$ cat config.mk
export PLATFORM = sky130hd
export DESIGN_NAME = spi_master_sched_flat
export DESIGN_NICKNAME = d
export VERILOG_FILES = /design/src/rtl/spi_master_sched_if.sv /design/src/rtl/spi_master_sched.sv /design/src/flat_wrapper.sv
export SDC_FILE = /design/constraint.sdc
export NUM_CORES = 1
export LEC_CHECK = 0
export ABC_AREA = 1
export BUFFER_PORTS_ARGS = -buffer_cell sky130_fd_sc_hd__buf_2
export CAP_MARGIN = 0
export CORE_MARGIN = 2
export CORE_UTILIZATION = 25
export DETAILED_ROUTE_END_ITERATION = 6
export GPL_TIMING_DRIVEN = 0
export HOLD_SLACK_MARGIN = 0.1
export PLACE_DENSITY = 0.56
export SETUP_SLACK_MARGIN = 0.15
export SYNTH_ARGS = -nofsm -noshare
export SYNTH_HDL_FRONTEND = slang
export SYNTH_SLANG_ARGS = --single-unit
$ cat constraint.sdc
create_clock -name clk -period 1.95 [get_ports clk]
set_clock_uncertainty 0.05 [all_clocks]
set_input_delay 0.0975 -clock clk [delete_from_list [all_inputs] [get_ports clk]]
set_output_delay 0.0975 -clock clk [all_outputs]
set_load 0.1 [all_outputs]
$ cat src/rtl/spi_master_sched_if.sv
// Bundle between user logic / SPI datapath and the round-robin scheduler.
// Ports: req/req_dat/grant/done/rsp_dat (requesters), ss_n/sclk (bus),
//        selected/ready/cnt/mdat/sdat (bit-level datapath).
interface spi_master_sched_if #(
    parameter int NREQ  = 2,
    parameter int BYTES = 1
);
    localparam int DW = 8 * BYTES;
    localparam int CW = 4 + BYTES;

    logic [NREQ-1:0]    req;
    logic [NREQ*DW-1:0] req_dat;
    logic [NREQ-1:0]    grant;
    logic [NREQ-1:0]    done;
    logic [DW-1:0]      rsp_dat;
    logic [NREQ-1:0]    ss_n;
    logic               sclk;
    logic               selected;
    logic               ready;
    logic [CW-1:0]      cnt;
    logic [DW-1:0]      mdat;
    logic [DW-1:0]      sdat;

    // master: requesters plus datapath environment
    modport master (
        output req, req_dat, sdat,
        input  grant, done, rsp_dat, ss_n, sclk,
        input  selected, ready, cnt, mdat
    );

    // slave: the scheduler itself
    modport slave (
        input  req, req_dat, sdat,
        output grant, done, rsp_dat, ss_n, sclk,
        output selected, ready, cnt, mdat
    );
endinterface

$ cat src/rtl/spi_master_sched.sv
// Round-robin scheduler sharing one SPI bit-level datapath among NREQ requesters.
// Ports: clk, reset (async, active-low), bus (spi_master_sched_if.slave).
module spi_master_sched #(
    parameter int NREQ      = 2,
    parameter int BYTES     = 1,
    parameter int GAP_TICKS = 2
) (
    input  logic                clk,
    input  logic                reset,
    spi_master_sched_if.slave   bus
);
    localparam int DW   = 8 * BYTES;
    localparam int CW   = 4 + BYTES;
    localparam int BITS = 8 * BYTES + 2;
    localparam int LAST = 2 * BITS - 1;
    localparam int PW   = (NREQ > 1) ? $clog2(NREQ) : 1;
    localparam int GW   = (GAP_TICKS > 1) ? $clog2(GAP_TICKS) : 1;

    typedef enum logic [2:0] {
        IDLE, SETUP, SHIFT, DONE, GAP
    } state_t;

    state_t          state;
    logic [PW-1:0]   ptr;
    logic [PW-1:0]   win_q;
    logic [GW-1:0]   gcnt;
    logic [NREQ-1:0] grant_q;
    logic [NREQ-1:0] done_q;
    logic [DW-1:0]   rsp_q;
    logic [NREQ-1:0] ss_n_q;
    logic            sel_q;
    logic            rdy_q;
    logic [CW-1:0]   cnt_q;
    logic [DW-1:0]   mdat_q;

    logic [PW-1:0]   pick;
    logic [PW-1:0]   idx;
    logic            found;

    // First requester at or after the pointer, wrapping.
    always_comb begin
        pick  = '0;
        idx   = '0;
        found = 1'b0;
        for (int i = 0; i < NREQ; i++) begin
            idx = PW'((int'(ptr) + i) % NREQ);
            if (!found && bus.req[idx]) begin
                found = 1'b1;
                pick  = idx;
            end
        end
    end

    always_ff @(posedge clk or negedge reset) begin
        if (!reset) begin
            state   <= IDLE;
            ptr     <= '0;
            win_q   <= '0;
            gcnt    <= '0;
            grant_q <= '0;
            done_q  <= '0;
            rsp_q   <= '0;
            ss_n_q  <= '1;
            sel_q   <= 1'b0;
            rdy_q   <= 1'b0;
            cnt_q   <= '0;
            mdat_q  <= '0;
        end else begin
            grant_q <= '0;
            done_q  <= '0;
            rdy_q   <= 1'b0;
            unique case (state)
                IDLE: begin
                    if (found) begin
                        state   <= SETUP;
                        win_q   <= pick;
                        grant_q <= NREQ'(1) << pick;
                        mdat_q  <= bus.req_dat[pick*DW +: DW];
                        ss_n_q  <= ~(NREQ'(1) << pick);
                        sel_q   <= 1'b1;
                        cnt_q   <= '0;
                    end
                end
                SETUP: state <= SHIFT;
                SHIFT: begin
                    if (cnt_q == CW'(LAST)) begin
                        state  <= DONE;
                        rdy_q  <= 1'b1;
                        done_q <= NREQ'(1) << win_q;
                        ptr    <= PW'((int'(win_q) + 1) % NREQ);
                    end else begin
                        cnt_q <= cnt_q + CW'(1);
                    end
                end
                DONE: begin
                    rsp_q  <= bus.sdat;
                    ss_n_q <= '1;
                    sel_q  <= 1'b0;
                    cnt_q  <= '0;
                    gcnt   <= '0;
                    // IDLE is the last gap cycle, so GAP covers the rest.
                    state  <= (GAP_TICKS > 1) ? GAP : IDLE;
                end
                GAP: begin
                    if (int'(gcnt) == GAP_TICKS - 2) state <= IDLE;
                    else gcnt <= gcnt + GW'(1);
                end
                default: state <= IDLE;
            endcase
        end
    end

    assign bus.grant    = grant_q;
    assign bus.done     = done_q;
    assign bus.rsp_dat  = rsp_q;
    assign bus.ss_n     = ss_n_q;
    assign bus.sclk     = sel_q & cnt_q[0];
    assign bus.selected = sel_q;
    assign bus.ready    = rdy_q;
    assign bus.cnt      = cnt_q;
    assign bus.mdat     = mdat_q;
endmodule

$ cat src/flat_wrapper.sv
// flat-port wrapper written by rule: the top's interface ports become plain ports
module spi_master_sched_flat 
#(
    parameter int NREQ      = 2,
    parameter int BYTES     = 1,
    parameter int GAP_TICKS = 2
)
  (clk, reset, bus_req, bus_req_dat, bus_sdat, bus_grant, bus_done, bus_rsp_dat, bus_ss_n, bus_sclk, bus_selected, bus_ready, bus_cnt, bus_mdat);
  spi_master_sched_if #(.NREQ(NREQ), .BYTES(BYTES)) bus_i ();
  input  logic clk;
  input  logic reset;
  input wire logic [$bits(bus_i.req)-1:0] bus_req;
  input wire logic [$bits(bus_i.req_dat)-1:0] bus_req_dat;
  input wire logic [$bits(bus_i.sdat)-1:0] bus_sdat;
  output wire logic [$bits(bus_i.grant)-1:0] bus_grant;
  output wire logic [$bits(bus_i.done)-1:0] bus_done;
  output wire logic [$bits(bus_i.rsp_dat)-1:0] bus_rsp_dat;
  output wire logic [$bits(bus_i.ss_n)-1:0] bus_ss_n;
  output wire logic [$bits(bus_i.sclk)-1:0] bus_sclk;
  output wire logic [$bits(bus_i.selected)-1:0] bus_selected;
  output wire logic [$bits(bus_i.ready)-1:0] bus_ready;
  output wire logic [$bits(bus_i.cnt)-1:0] bus_cnt;
  output wire logic [$bits(bus_i.mdat)-1:0] bus_mdat;
  assign bus_i.req = bus_req;
  assign bus_i.req_dat = bus_req_dat;
  assign bus_i.sdat = bus_sdat;
  assign bus_grant = bus_i.grant;
  assign bus_done = bus_i.done;
  assign bus_rsp_dat = bus_i.rsp_dat;
  assign bus_ss_n = bus_i.ss_n;
  assign bus_sclk = bus_i.sclk;
  assign bus_selected = bus_i.selected;
  assign bus_ready = bus_i.ready;
  assign bus_cnt = bus_i.cnt;
  assign bus_mdat = bus_i.mdat;
  spi_master_sched #(.NREQ(NREQ), .BYTES(BYTES), .GAP_TICKS(GAP_TICKS)) u_core (.clk(clk), .reset(reset), .bus(bus_i));
endmodule
==> summary.md <==
| Metric | Value |
|---|---|
| First-pass GRT wire length | `between 6000 and 7000 um` |
| Routed WL per cell | `about 11 um` |
| Critical Path Start Type | `flop` |
| Syn Inst Count | `190` |
| Final slew viol count | `0` |
| Setup Buffers After CTS | `0` |
| Fraction of layout instances using a drive strength above 1 | `between 30% and 40%` |
| Later-pin clock latency in the skew report | `roughly 0.29 ns` |
| Critical path, cell by cell | `ha_1, nand2_1, inv_1, nand2_1, nand2_1, nand2_2, nand2_2, nand2_1, nand2_1` |
| GRT overflow | `0` |
| Worst R2R Start | `u_core.bus.cnt[0]$_DFFE_PN0P_` |
| Max incr delay on CP | `around 0.45 ns` |
| Syn_nets | `approximately 220` |
| Die Area | `approximately 0.007 mm2` |
| DRC viols | `0` |
| Post-Syn Area | `~0.0016 mm2` |
| Clk sinks | `34` |
| DR WL met3 | `about 210 um` |
| Core area | `0.00603 mm2` |
| Synth area leaders | `dfrtp_1 51%, nand2_1 20%, nand2_2 7.9%` |
| Number of DRC markers in iteration 0 | `43` |
| Setup Viol. Count Final | `0` |
| Mapped Avg Cell Area | `~8.3 um2` |
| Pin count of the biggest net entering global routing | `35` |
| YS warnings | `0` |
| Rows | `28` |
| Total Wirelength | `about 4000 um` |
| Critical Path Sink Type | `flop` |
| Nets | `about 300` |
| Crit-path slowest cell | `dfrtp_2` |
| Hold Fails Final Rpt | `0` |
| Final worst path period share | `75.1%` |
| Most common cell on crit path | `nand2_1` |
| Final worst path period need | `~1.5 ns` |
| Synth Area in Adders | `less than 1%` |
| Worst hold slack | `0.198 ns` |
| Critical path arrival | `~1.6 ns` |
| Area leader, netlist | `dfrtp_1` |
| Multiplexer share of the synthesized area | `0%` |
| Seq cells post-synth | `34` |
| # IOs | `between 50 and 60` |
| CTS tree | `done` |
| DR vias | `~1400` |
| Ys flop type | `dfrtp_1` |
| CP top delay family | `simple AND/OR/NAND/NOR gates` |
| Crit path max fanout | `7` |
| Compound-cell area share of the yosys netlist | `under 10%` |
| Synth async-reset ratio | `between 90% and 100%` |
| WL met2 | `approximately 1800 um` |
| Clk root buf | `clkbuf_8` |
| Worst-path clk slew | `about 0.07 ns` |
| Number of diodes | `0` |
| Die W | `83.4 um` |
| Register area share after synthesis | `54.1%` |
| # Max-Cap Violations | `0` |
| Post-synth EDFFs | `0` |
| Synth Area in Simple Gates | `36.5%` |
| Gp weighted congestion | `0.730` |
| DR pass1 iterations | `3` |
| Initial antenna violation count | `0` |
| Die Y | `83.4 um` |
| Cts bufs inserted | `5` |
| Achievable Freq | `~0.7 GHz` |
| Post-Layout Cell Count | `approximately 360` |
| # H-tree levels | `2` |
| RSZ-0062 raised after global routing | `no` |
| Synth unique cells | `22` |
| Vias in the first global route | `1384` |
| PortBufs | `57` |
| Post-synth top area share | `just over 50%` |
| Max layer used | `met4` |
| Critical Path Source | `u_core.bus.cnt[0]$_DFFE_PN0P_` |
| Synth cell count leaders | `84 x nand2_1, 32 x dfrtp_1, 20 x nand2_2` |
| Hold_sp | `bus_req[1]` |
| Most frequent cell after synthesis | `nand2_1` |
| CP Class | `flop to flop` |
| Max-slew headroom | `approximately 47%` |
| Vias per cell | `4.05` |
| Hold Path Class | `primary input to flop` |
| Post-DRT Antenna Nets | `0` |
| Synth Area in XOR/XNOR | `0%` |
| Slew @ Worst Pin | `0.788 ns` |
| Dpl hpwl | `2490 um` |
| Area growth syn-to-layout | `49.1%` |
| Clk buf depth | `2` |
| Largest family of logic cells by synthesized area | `simple AND/OR/NAND/NOR gates` |
| Sum Neg Setup Slack | `0 ns` |
| Run status | `finished, final reports clean` |
| Final Core Density | `approximately 39%` |
| DRT met1 WL | `between 1500 and 2000 um` |
| Worst Path Buf+Inv | `1` |
| Worst path required time | `between 2 and 2.5 ns` |
| Initial Util | `between 20% and 30%` |
| Placed cell count | `around 320` |
| GRT Util Overall | `around an eighth` |
==> final timing paths <==
kind,depth (start not counted),end,slack (ns)
worst max-delay path,9,u_core.bus.cnt[2]$_DFFE_PN0P_,0.49
worst max register to register,9,u_core.bus.cnt[2]$_DFFE_PN0P_,0.49
worst min register to register,1,u_core.bus.done[0]$_DFF_PN0_,0.38
worst min-delay path,5,u_core.bus.cnt[4]$_DFFE_PN0P_,0.20
max in group asynchronous,2,u_core.bus.cnt[0]$_DFFE_PN0P_,0.94
min in group asynchronous,2,u_core.bus.cnt[3]$_DFFE_PN0P_,0.37
==> sequential cells by signal (all words and copies together) (netlist names), 2 cells and up <==
name / count
u_core.bus.mdat: 8
u_core.bus.rsp_dat: 8
u_core.bus.grant: 2
u_core.bus.done: 2
u_core.state: 3
u_core.bus.cnt: 5
u_core.bus.ss_n: 2
==> worst reg2reg max path, stage by stage, from the launching register on <==
cell	delay (ns)
dfrtp_2	0.45
ha_1	0.26
nand2_1	0.08
inv_1	0.04
nand2_1	0.08
nand2_1	0.09
nand2_2	0.10
nand2_2	0.09
nand2_1	0.07
nand2_1	0.05
==> metrics by stage <==
stage / instance area, um2 / setup WS, ns
after floorplan: 1580 / 0.158
after global placement: 1960 / 0.501
after detailed placement: 1960 / 0.492
after CTS: 2350 / 0.468
after global routing: 2350 / 0.320
final: 2350 / 0.485
==> repair_timing <==
| action | in CTS | in global routing |
|---|---|---|
| endpoints found under the hold margin | 48 | 0 |
| hold buffers | 25 | 0 |
| resized for setup | 0 | 0 |
==> area by class of cell <==
type	count	area [um2]
repair buffers	82	536
well taps	75	93.8
clock buffers	6	82.6
flip-flops and latches	34	856
clock inverters	2	60.1
inverters	16	65.1
plain buffers	3	42.5
fillers	624	3670
multi-input cells	137	617
==> cell usage in the layout (no fill, tap or decap), drive strengths merged <==
cell type and n:
a31o 1, clkbuf 6, nand2 104, nand3b 1
dfrtp 32, nand4 1, bufinv 2, nor2 14
or2 1, dfstp 2, nand3 9, buf 60
inv 16, dlygate4sd3 25, nor3 1, o21ai 2
ha 1, a21oi 2
==> cells by family after synthesis <==
kind of cell,Yosys count
AO/OA/AOI/OAI,5
adder cells (fa/ha/maj),1
buffers and inverters,19
flip-flops,34
AND/OR/NAND/NOR,131
==> layer usage <==
layer | vias up | GRT usage (%)
li1 | 754 | -
met1 | 636 | 15.3
met2 | 39 | 19.1
met3 | 7 | 3.38
met4 | 0 | 5.72
met5 | - | 0
Power is left out: the tool's default activity adds up to more than one toggle a clock period on the data nets, which glitch-free logic cannot reach.
